$ cat src/rtl/ctrl_rw_sched.sv
// ctrl_rw_sched: tracks outstanding CAS commands and pulses a per-type
// data-start when each command's CAS-to-data delay expires.
// Latency: start pulse appears in the cycle after edge k+D for a CAS taken at
// edge k. There is no backpressure. A CAS arriving while the table is full is
// dropped and flagged in ovf_err.
//
// Ports:
//   CK_t, reset                  clock, synchronous active-high reset
//   cas_rdy, cas_req, bc4        CAS issue strobe, type, burst-chop flag
//   CL, CWL, AL, RD_PRE, WR_PRE  timing, sampled when a CAS is accepted
//   rd/rda/wr/wra_rdy            one-cycle data-start pulse per CAS type
//   data_idle, rw_done           burst tracker status
//   occ, cas_full                table occupancy
//   ovf_err, coll_err, cfg_err   sticky error flags
module ctrl_rw_sched #(
  parameter int DEPTH = 4,
  parameter int TW    = 5,
  parameter int OW    = $clog2(DEPTH + 1)
) (
  input  logic          CK_t,
  input  logic          reset,
  input  logic          cas_rdy,
  input  logic [2:0]    cas_req,
  input  logic          bc4,
  input  logic [TW-1:0] CL,
  input  logic [TW-1:0] CWL,
  input  logic [TW-1:0] AL,
  input  logic [TW-1:0] RD_PRE,
  input  logic [TW-1:0] WR_PRE,
  output logic          rd_rdy,
  output logic          rda_rdy,
  output logic          wr_rdy,
  output logic          wra_rdy,
  output logic          data_idle,
  output logic          rw_done,
  output logic [OW-1:0] occ,
  output logic          cas_full,
  output logic          ovf_err,
  output logic          coll_err,
  output logic          cfg_err
);

  localparam int IW = $clog2(DEPTH);

  // Shared CAS type encoding; every other value is illegal.
  localparam logic [2:0] RD_R  = 3'd1;
  localparam logic [2:0] RDA_R = 3'd2;
  localparam logic [2:0] WR_R  = 3'd3;
  localparam logic [2:0] WRA_R = 3'd4;

  localparam logic [OW-1:0] DEPTH_C = OW'(DEPTH);
  localparam logic [OW-1:0] OCC_ONE = OW'(1);
  localparam logic [TW:0]   TMR_ONE = (TW + 1)'(1);
  localparam logic [2:0]    TRK_BL8 = 3'd4;  // beat-cycles of a BL8 burst
  localparam logic [2:0]    TRK_BC4 = 3'd2;  // beat-cycles of a BC4 burst
  localparam logic [2:0]    TRK_ONE = 3'd1;

  // Entry table
  logic [DEPTH-1:0] vld_q, vld_d;
  logic [DEPTH-1:0] bc4_q, bc4_d;
  logic [2:0]       typ_q [DEPTH];
  logic [2:0]       typ_d [DEPTH];
  logic [TW:0]      tmr_q [DEPTH];
  logic [TW:0]      tmr_d [DEPTH];

  logic [OW-1:0] occ_q, occ_d;
  logic [2:0]    trk_q, trk_d;
  logic [3:0]    rdy_q, rdy_d;  // {wra, wr, rda, rd}
  logic          ovf_q, ovf_d;
  logic          coll_q, coll_d;
  logic          cfg_q, cfg_d;

  // Delay computation
  logic               is_rd;
  logic               req_ok;
  logic signed [TW+1:0] dly_s;
  logic               dly_low;
  logic [TW:0]        dly;

  always_comb begin
    is_rd  = (cas_req == RD_R) || (cas_req == RDA_R);
    req_ok = is_rd || (cas_req == WR_R) || (cas_req == WRA_R);
    // Two extra bits: one absorbs the carry of the sum, one carries the sign.
    if (is_rd) begin
      dly_s = $signed({2'b00, CL} + {2'b00, AL} - {2'b00, RD_PRE});
    end else begin
      dly_s = $signed({2'b00, CWL} + {2'b00, AL} - {2'b00, WR_PRE});
    end
    dly_low = dly_s[TW+1] || (dly_s == '0);
    dly     = dly_low ? TMR_ONE : dly_s[TW:0];
  end

  // Expiry, allocation and occupancy
  logic [DEPTH-1:0] expd;
  logic [OW-1:0]    n_exp;
  logic             any_bl8;
  logic             start;
  logic             accept;
  logic [IW-1:0]    free_idx;

  always_comb begin
    vld_d    = vld_q;
    bc4_d    = bc4_q;
    expd     = '0;
    n_exp    = '0;
    any_bl8  = 1'b0;
    rdy_d    = '0;
    free_idx = '0;
    for (int i = 0; i < DEPTH; i++) begin
      typ_d[i] = typ_q[i];
      tmr_d[i] = tmr_q[i];
      expd[i]  = vld_q[i] && (tmr_q[i] == TMR_ONE);
      if (vld_q[i]) begin
        tmr_d[i] = tmr_q[i] - TMR_ONE;
      end
      if (expd[i]) begin
        vld_d[i] = 1'b0;
        n_exp    = n_exp + OCC_ONE;
        if (!bc4_q[i]) begin
          any_bl8 = 1'b1;
        end
        case (typ_q[i])
          RD_R:    rdy_d[0] = 1'b1;
          RDA_R:   rdy_d[1] = 1'b1;
          WR_R:    rdy_d[2] = 1'b1;
          default: rdy_d[3] = 1'b1;
        endcase
      end
    end

    // Scan downward so the lowest free index is the one left standing.
    for (int i = DEPTH - 1; i >= 0; i--) begin
      if (!vld_q[i]) begin
        free_idx = IW'(i);
      end
    end

    // Uses registered occupancy: an entry expiring this edge is not reusable yet.
    accept = cas_rdy && req_ok && (occ_q != DEPTH_C);
    if (accept) begin
      vld_d[free_idx] = 1'b1;
      tmr_d[free_idx] = dly;
      typ_d[free_idx] = cas_req;
      bc4_d[free_idx] = bc4;
    end

    occ_d = occ_q + OW'(accept) - n_exp;
  end

  // Burst tracker and error flags
  always_comb begin
    start = |expd;
    if (start) begin
      trk_d = any_bl8 ? TRK_BL8 : TRK_BC4;
    end else if (trk_q != '0) begin
      trk_d = trk_q - TRK_ONE;
    end else begin
      trk_d = trk_q;
    end
    // remaining==1 is the last beat of the prior burst, so a start then is seamless.
    coll_d = coll_q || (start && (trk_q > TRK_ONE)) || (n_exp > OCC_ONE);
    ovf_d  = ovf_q || (cas_rdy && req_ok && (occ_q == DEPTH_C));
    cfg_d  = cfg_q || (cas_rdy && (!req_ok || dly_low));
  end

  always_ff @(posedge CK_t) begin
    if (reset) begin
      vld_q  <= '0;
      bc4_q  <= '0;
      occ_q  <= '0;
      trk_q  <= '0;
      rdy_q  <= '0;
      ovf_q  <= 1'b0;
      coll_q <= 1'b0;
      cfg_q  <= 1'b0;
      for (int i = 0; i < DEPTH; i++) begin
        typ_q[i] <= '0;
        tmr_q[i] <= '0;
      end
    end else begin
      vld_q  <= vld_d;
      bc4_q  <= bc4_d;
      occ_q  <= occ_d;
      trk_q  <= trk_d;
      rdy_q  <= rdy_d;
      ovf_q  <= ovf_d;
      coll_q <= coll_d;
      cfg_q  <= cfg_d;
      for (int i = 0; i < DEPTH; i++) begin
        typ_q[i] <= typ_d[i];
        tmr_q[i] <= tmr_d[i];
      end
    end
  end

  assign rd_rdy    = rdy_q[0];
  assign rda_rdy   = rdy_q[1];
  assign wr_rdy    = rdy_q[2];
  assign wra_rdy   = rdy_q[3];
  assign data_idle = (trk_q == '0);
  assign rw_done   = (trk_q == TRK_ONE);
  assign occ       = occ_q;
  assign cas_full  = (occ_q == DEPTH_C);
  assign ovf_err   = ovf_q;
  assign coll_err  = coll_q;
  assign cfg_err   = cfg_q;

endmodule

$ cat config.mk
export PLATFORM = sky130hd
export DESIGN_NAME = ctrl_rw_sched
export DESIGN_NICKNAME = d
export VERILOG_FILES = /design/src/rtl/ctrl_rw_sched.sv
export SDC_FILE = /design/constraint.sdc
export NUM_CORES = 1
export LEC_CHECK = 0
export CORE_MARGIN = 2
export CORE_UTILIZATION = 61
export CTS_CLUSTER_DIAMETER = 100
export DETAILED_ROUTE_END_ITERATION = 8
export PLACE_DENSITY_LB_ADDON = 0.25
export SYNTH_ARGS = -nofsm -noshare
export SYNTH_HDL_FRONTEND = slang
export SYNTH_SLANG_ARGS = --single-unit
$ cat constraint.sdc
create_clock -name CK_t -period 10.8 [get_ports CK_t]
set_input_delay 3.24 -clock CK_t [delete_from_list [all_inputs] [get_ports CK_t]]
set_output_delay 3.24 -clock CK_t [all_outputs]
set_load 0.01 [all_outputs]
# Word level (Yosys, flattened, before mapping)
# Memories as Yosys holds them, arrays and structs flattened.
# Index checks and enable logic that the tools add are counted.
[totals] reg_bits=21 ramBits=36 inputBits=32 out_inout_bits=13 wordCells=165 mem_count=2
[op_classes] n_addsub=14 order_cmp=6 eq_ne=23 mux=72 bitwise_logic=10 reduce_logical=30
[memory_table] name="tmr_q" words=4 width=6 rd=4 rd_ports_with_merged_regs=0 wr=4 line_no="63" text="logic [TW:0] tmr_q [DEPTH];"
[memory_table] name="typ_q" words=4 width=3 rd=4 rd_ports_with_merged_regs=0 wr=4 line_no="61" text="logic [2:0] typ_q [DEPTH];"
[ops] op="$mux W6" n=10
[ops] op="$mux W1" n=33
[ops] op="$mux W3" n=11
[ops] op="$eq A3 B2 Y1 const B" n=10
[ops] op="$bwmux W24" n=1
[ops] op="$eq A6 B1 Y1 const B" n=4
[ops] op="$mux W24" n=1
[ops] op="$sub A6 B1 Y6 const B" n=4
[ops] op="$mux W4" n=5
[ops] op="$eq A3 B1 Y1 const B" n=6
[ops] op="$sub A6 B5 Y7" n=2
[ops] op="$add A5 B5 Y6" n=2
[ops] op="$bwmux W12" n=1
[ops] op="$demux W6 S2" n=1
[ops] op="$mux W12" n=1
[ops] op="$reduce_or A3 Y1" n=4
[ops] op="$logic_and A1 B1 Y1" n=11
[ops] op="$add A3 B1 Y3 const B" n=3
[ops] op="$logic_or A1 B1 Y1" n=9
[ops] op="$mux W2" n=4
[ops] op="$or A1 B1 Y1" n=8
[ops] op="$logic_not A7 Y1" n=1
[ops] op="$mux W7" n=1
[ops] op="$demux W3 S2" n=1
[ops] op="other kinds (19)" n=21

# Logic depth before layout (Yosys ltp)
[depth] word_depth=12 depth_mapped=17

# Least setup slack after synthesis
# No wires, ideal clock.
[synth_timing] kind="input-to-reg" startpoint="in CL[1]" endpoint="mem tmr_q[1][0] (netlist name)" setup_ns=0.103 t_arrival_ns=5.467 setup_slack_ns=5.229 stages=10 path_buffers=0 cell_sequence="inv_1 > fa_1 > inv_1 > fa_1 > a21o_1 > a211oi_1 > nor3_2 > a211oi_2 > a31oi_1 > a2111oi_2"
[synth_rtl] item="start: declaration" line_no="25" text="input logic [TW-1:0] CL,"
[synth_rtl] item="end: declaration" line_no="63"

==> out/qor.yml <==
ys_seq_area_share_pct: 29.3
start_util_pct: 62.3
crit_end: "tmr_q[1][1]"
ys_ff_latch: 57
place.gp.congestion: 0.826
numClockSinks: 57
drt_iter0_drc: 255
htreeDepth: 3
cts_made_buffers: 9
p_leak_uw: 0.00179
grt.total_usage_pct: 26.9
crit_arrival_ps: 6160
port_buffers: 44
yosysTopAreaCell: "dfxtp_1"
final_common_cell: "nor2_1"
status: "finished, final reports clean"
path_clk_slew_ps: 70
min_path_type: "flop to flop"
syn_nets: 546
finalWorstSetupSlack_ps: 4820
nets: 585
pre_cts_ws_ps: 4490
wl_um: 8770
synth_ff_type: "dfxtp_1"
final_layout_size_suffix_gt1_share_pct: 5.61
async_flop_share_pct: 0
vias: 3451
grt_pass1_vias: 3325
syn_area_per_cell_um2: 8.21
syn_area_um2: 3890
cts_buffer_depth: 2
synth_area_leaders: "dfxtp_1 (29%), ha_1 (9.3%), nor2_1 (5.7%)"
clock_latency_ps: 340
crit_type: "input port to flop"
hold_viol_final: 0
final_max_slew_viol_count: 0
rsz0062_at_grt: "false"
finalSetupViolations: 0
io_pins: 45
worstSetupStartpointType: "input port"
clock_skew_ps: 7.01
routedWlPerCell_um: 14.8
crit_fanout: 4
r2r_end: "occ[2]"
vias_per_cell: 5.81
cts_resized: 0
post-cts-setup-buffer-count: 0
die_w_um: 83.9
firstDrtPassIters: 5
slew_headroom_pct: 27.3
cp-startpoint: "AL[1]"
synthCells: 474
p_per_area_nw_per_um2: 149
layout_common_cells: "nor2_1 (59), dfxtp_1 (57), inv_1 (50)"
rows: 29
grt_pass1_wl_um: 15200
yosysTopAreaCellShare_pct: 29.3
die_area_um2: 7030
synth_edf_count: 0
max_freq_mhz: 167
root_buffer: "clkbuf_8"
r2r_slack_ps: 6870
crit_required_ps: 10980
ant_nets: 0
drcViolationCount: 0
post-route-min-period_ps: 5980
worstRegToRegCells: 14
dp_hpwl_um: 6640
grt_max_degree: 58
cap_violations: 0
cp-end-kind: "flop"
grt_overflow: 0
n_antenna_cell: 0
die_y_um: 83.9
design.core.area_um2: 6240
ys_warn_count: 0
final.setup.tns_ps: 0
antenna_found_initial: 0
max_slew.worst_pin.slew_ps: 1090
area_growth_syn_to_layout_pct: 16.2
fillers: 496
cts_tree: "built"
fin_crit_sh_pct: 55.4
hold_buffers: 0
r2r_start: "vld_q[1]"
peakVddDrop_mv: 0.143
yosysUniqueCellTypes: 53
cell type report:
class,instances,area (um^2),area share [%]
multi-input cells,351,2480,54.9
well taps,77,96.3,2.13
repair buffers,44,435,9.63
clock buffers,11,131,2.91
flip-flops and latches,57,1140,25.2
clock inverters,4,45.0,0.997
inverters,50,188,4.15
where the power goes:
part           leakage (uW)  total [uW]  switching [uW]  internal (uW)
Combinational       0.00123         232             126            106
Sequential         0.000463         251            20.8            231
Clock             0.0000929         188            84.2            104
Total               0.00179         672             231            441
synthesized netlist by cell type (all sizes together) (2+ instances only):
library cell and count:
nand4b 2, a31oi 5, dfxtp 57, o22ai 2
mux2i 9, buf 7, or2 4, nand2 41
nand2b 5, xor2 15, nand3 14, inv 50
fa 11, a21oi 31, o21ai 14, clkbuf 9
o31a 2, and3 3, xnor2 13, and2 2
nor2b 4, nor3 14, nor2 61, nand3b 7
or4b 2, nor3b 6, nor4 3, a211oi 30
a41oi 4, o21bai 4, ha 29, a21o 4
or3 2, o211ai 2
per-layer routing:
layer	GRT usage [%]	vias up	routed length (um)
li1	-	1703	-
met1	35.5	1615	3880
met2	43.6	118	4180
met3	7.12	15	586
met4	7.77	0	132
met5	0	-	0
worst max-delay path, stage by stage:
cell and delay [ps]:
clkdlybuf4s50_1 460, inv_1 80, fa_1 500, inv_1 70, fa_1 480, a211oi_1 330, o21ai_0 180, mux2i_1 270
a21oi_1 200, a211oi_1 290, a211oi_1 60
cells by family (layout without fill, tap and decap cells):
family	after synthesis	after routing	share of synthesized area [%]
buffers and inverters	66	109	6.85
and+or+nand+nor	172	172	22.5
xor gates and xnor gates	28	28	6.30
DFF	57	57	29.3
AOI/OAI and AO/OA	101	101	17.3
muxes	10	10	2.70
adders and majority gates	40	40	15.0
state kept, by name, indices dropped and copies added (netlist names):
| name | count |
|---|---|
| rdy_q | 4 |
| trk_q | 3 |
| bc4_q | 4 |
| occ | 3 |
| tmr_q | 24 |
| coll_err | 1 |
| vld_q | 4 |
| ovf_err | 1 |
| typ_q | 12 |
| cfg_err | 1 |
metrics by stage:
stage | power (uW) | hold slack (ps) | cells | utilization [%] | instance area [um^2]
CTS | 672 | 466 | 594 | 72.4 | 4520
global placement | 476 | 447 | 579 | 69.6 | 4340
finish | 672 | 470 | 594 | 72.4 | 4520
floorplan | 414 | 436 | 474 | - | 3890
global route | 715 | 488 | 594 | 72.4 | 4520
detailed placement | 485 | 457 | 579 | 69.6 | 4340
how the worst min path moves through the flow:
stage,startpoint,end,slack [ps],cells after the start
2_1_floorplan,bc4_q[0],bc4_q[0],440,2
3_3_place_gp,bc4_q[3],bc4_q[3],450,2
3_5_place_dp,bc4_q[2],bc4_q[2],460,2
4_1_cts,bc4_q[2],bc4_q[2],470,2
5_1_grt,bc4_q[2],bc4_q[2],490,2
6_report,bc4_q[2],bc4_q[2],470,2
Note: power is estimated with default switching activity, not from simulation.
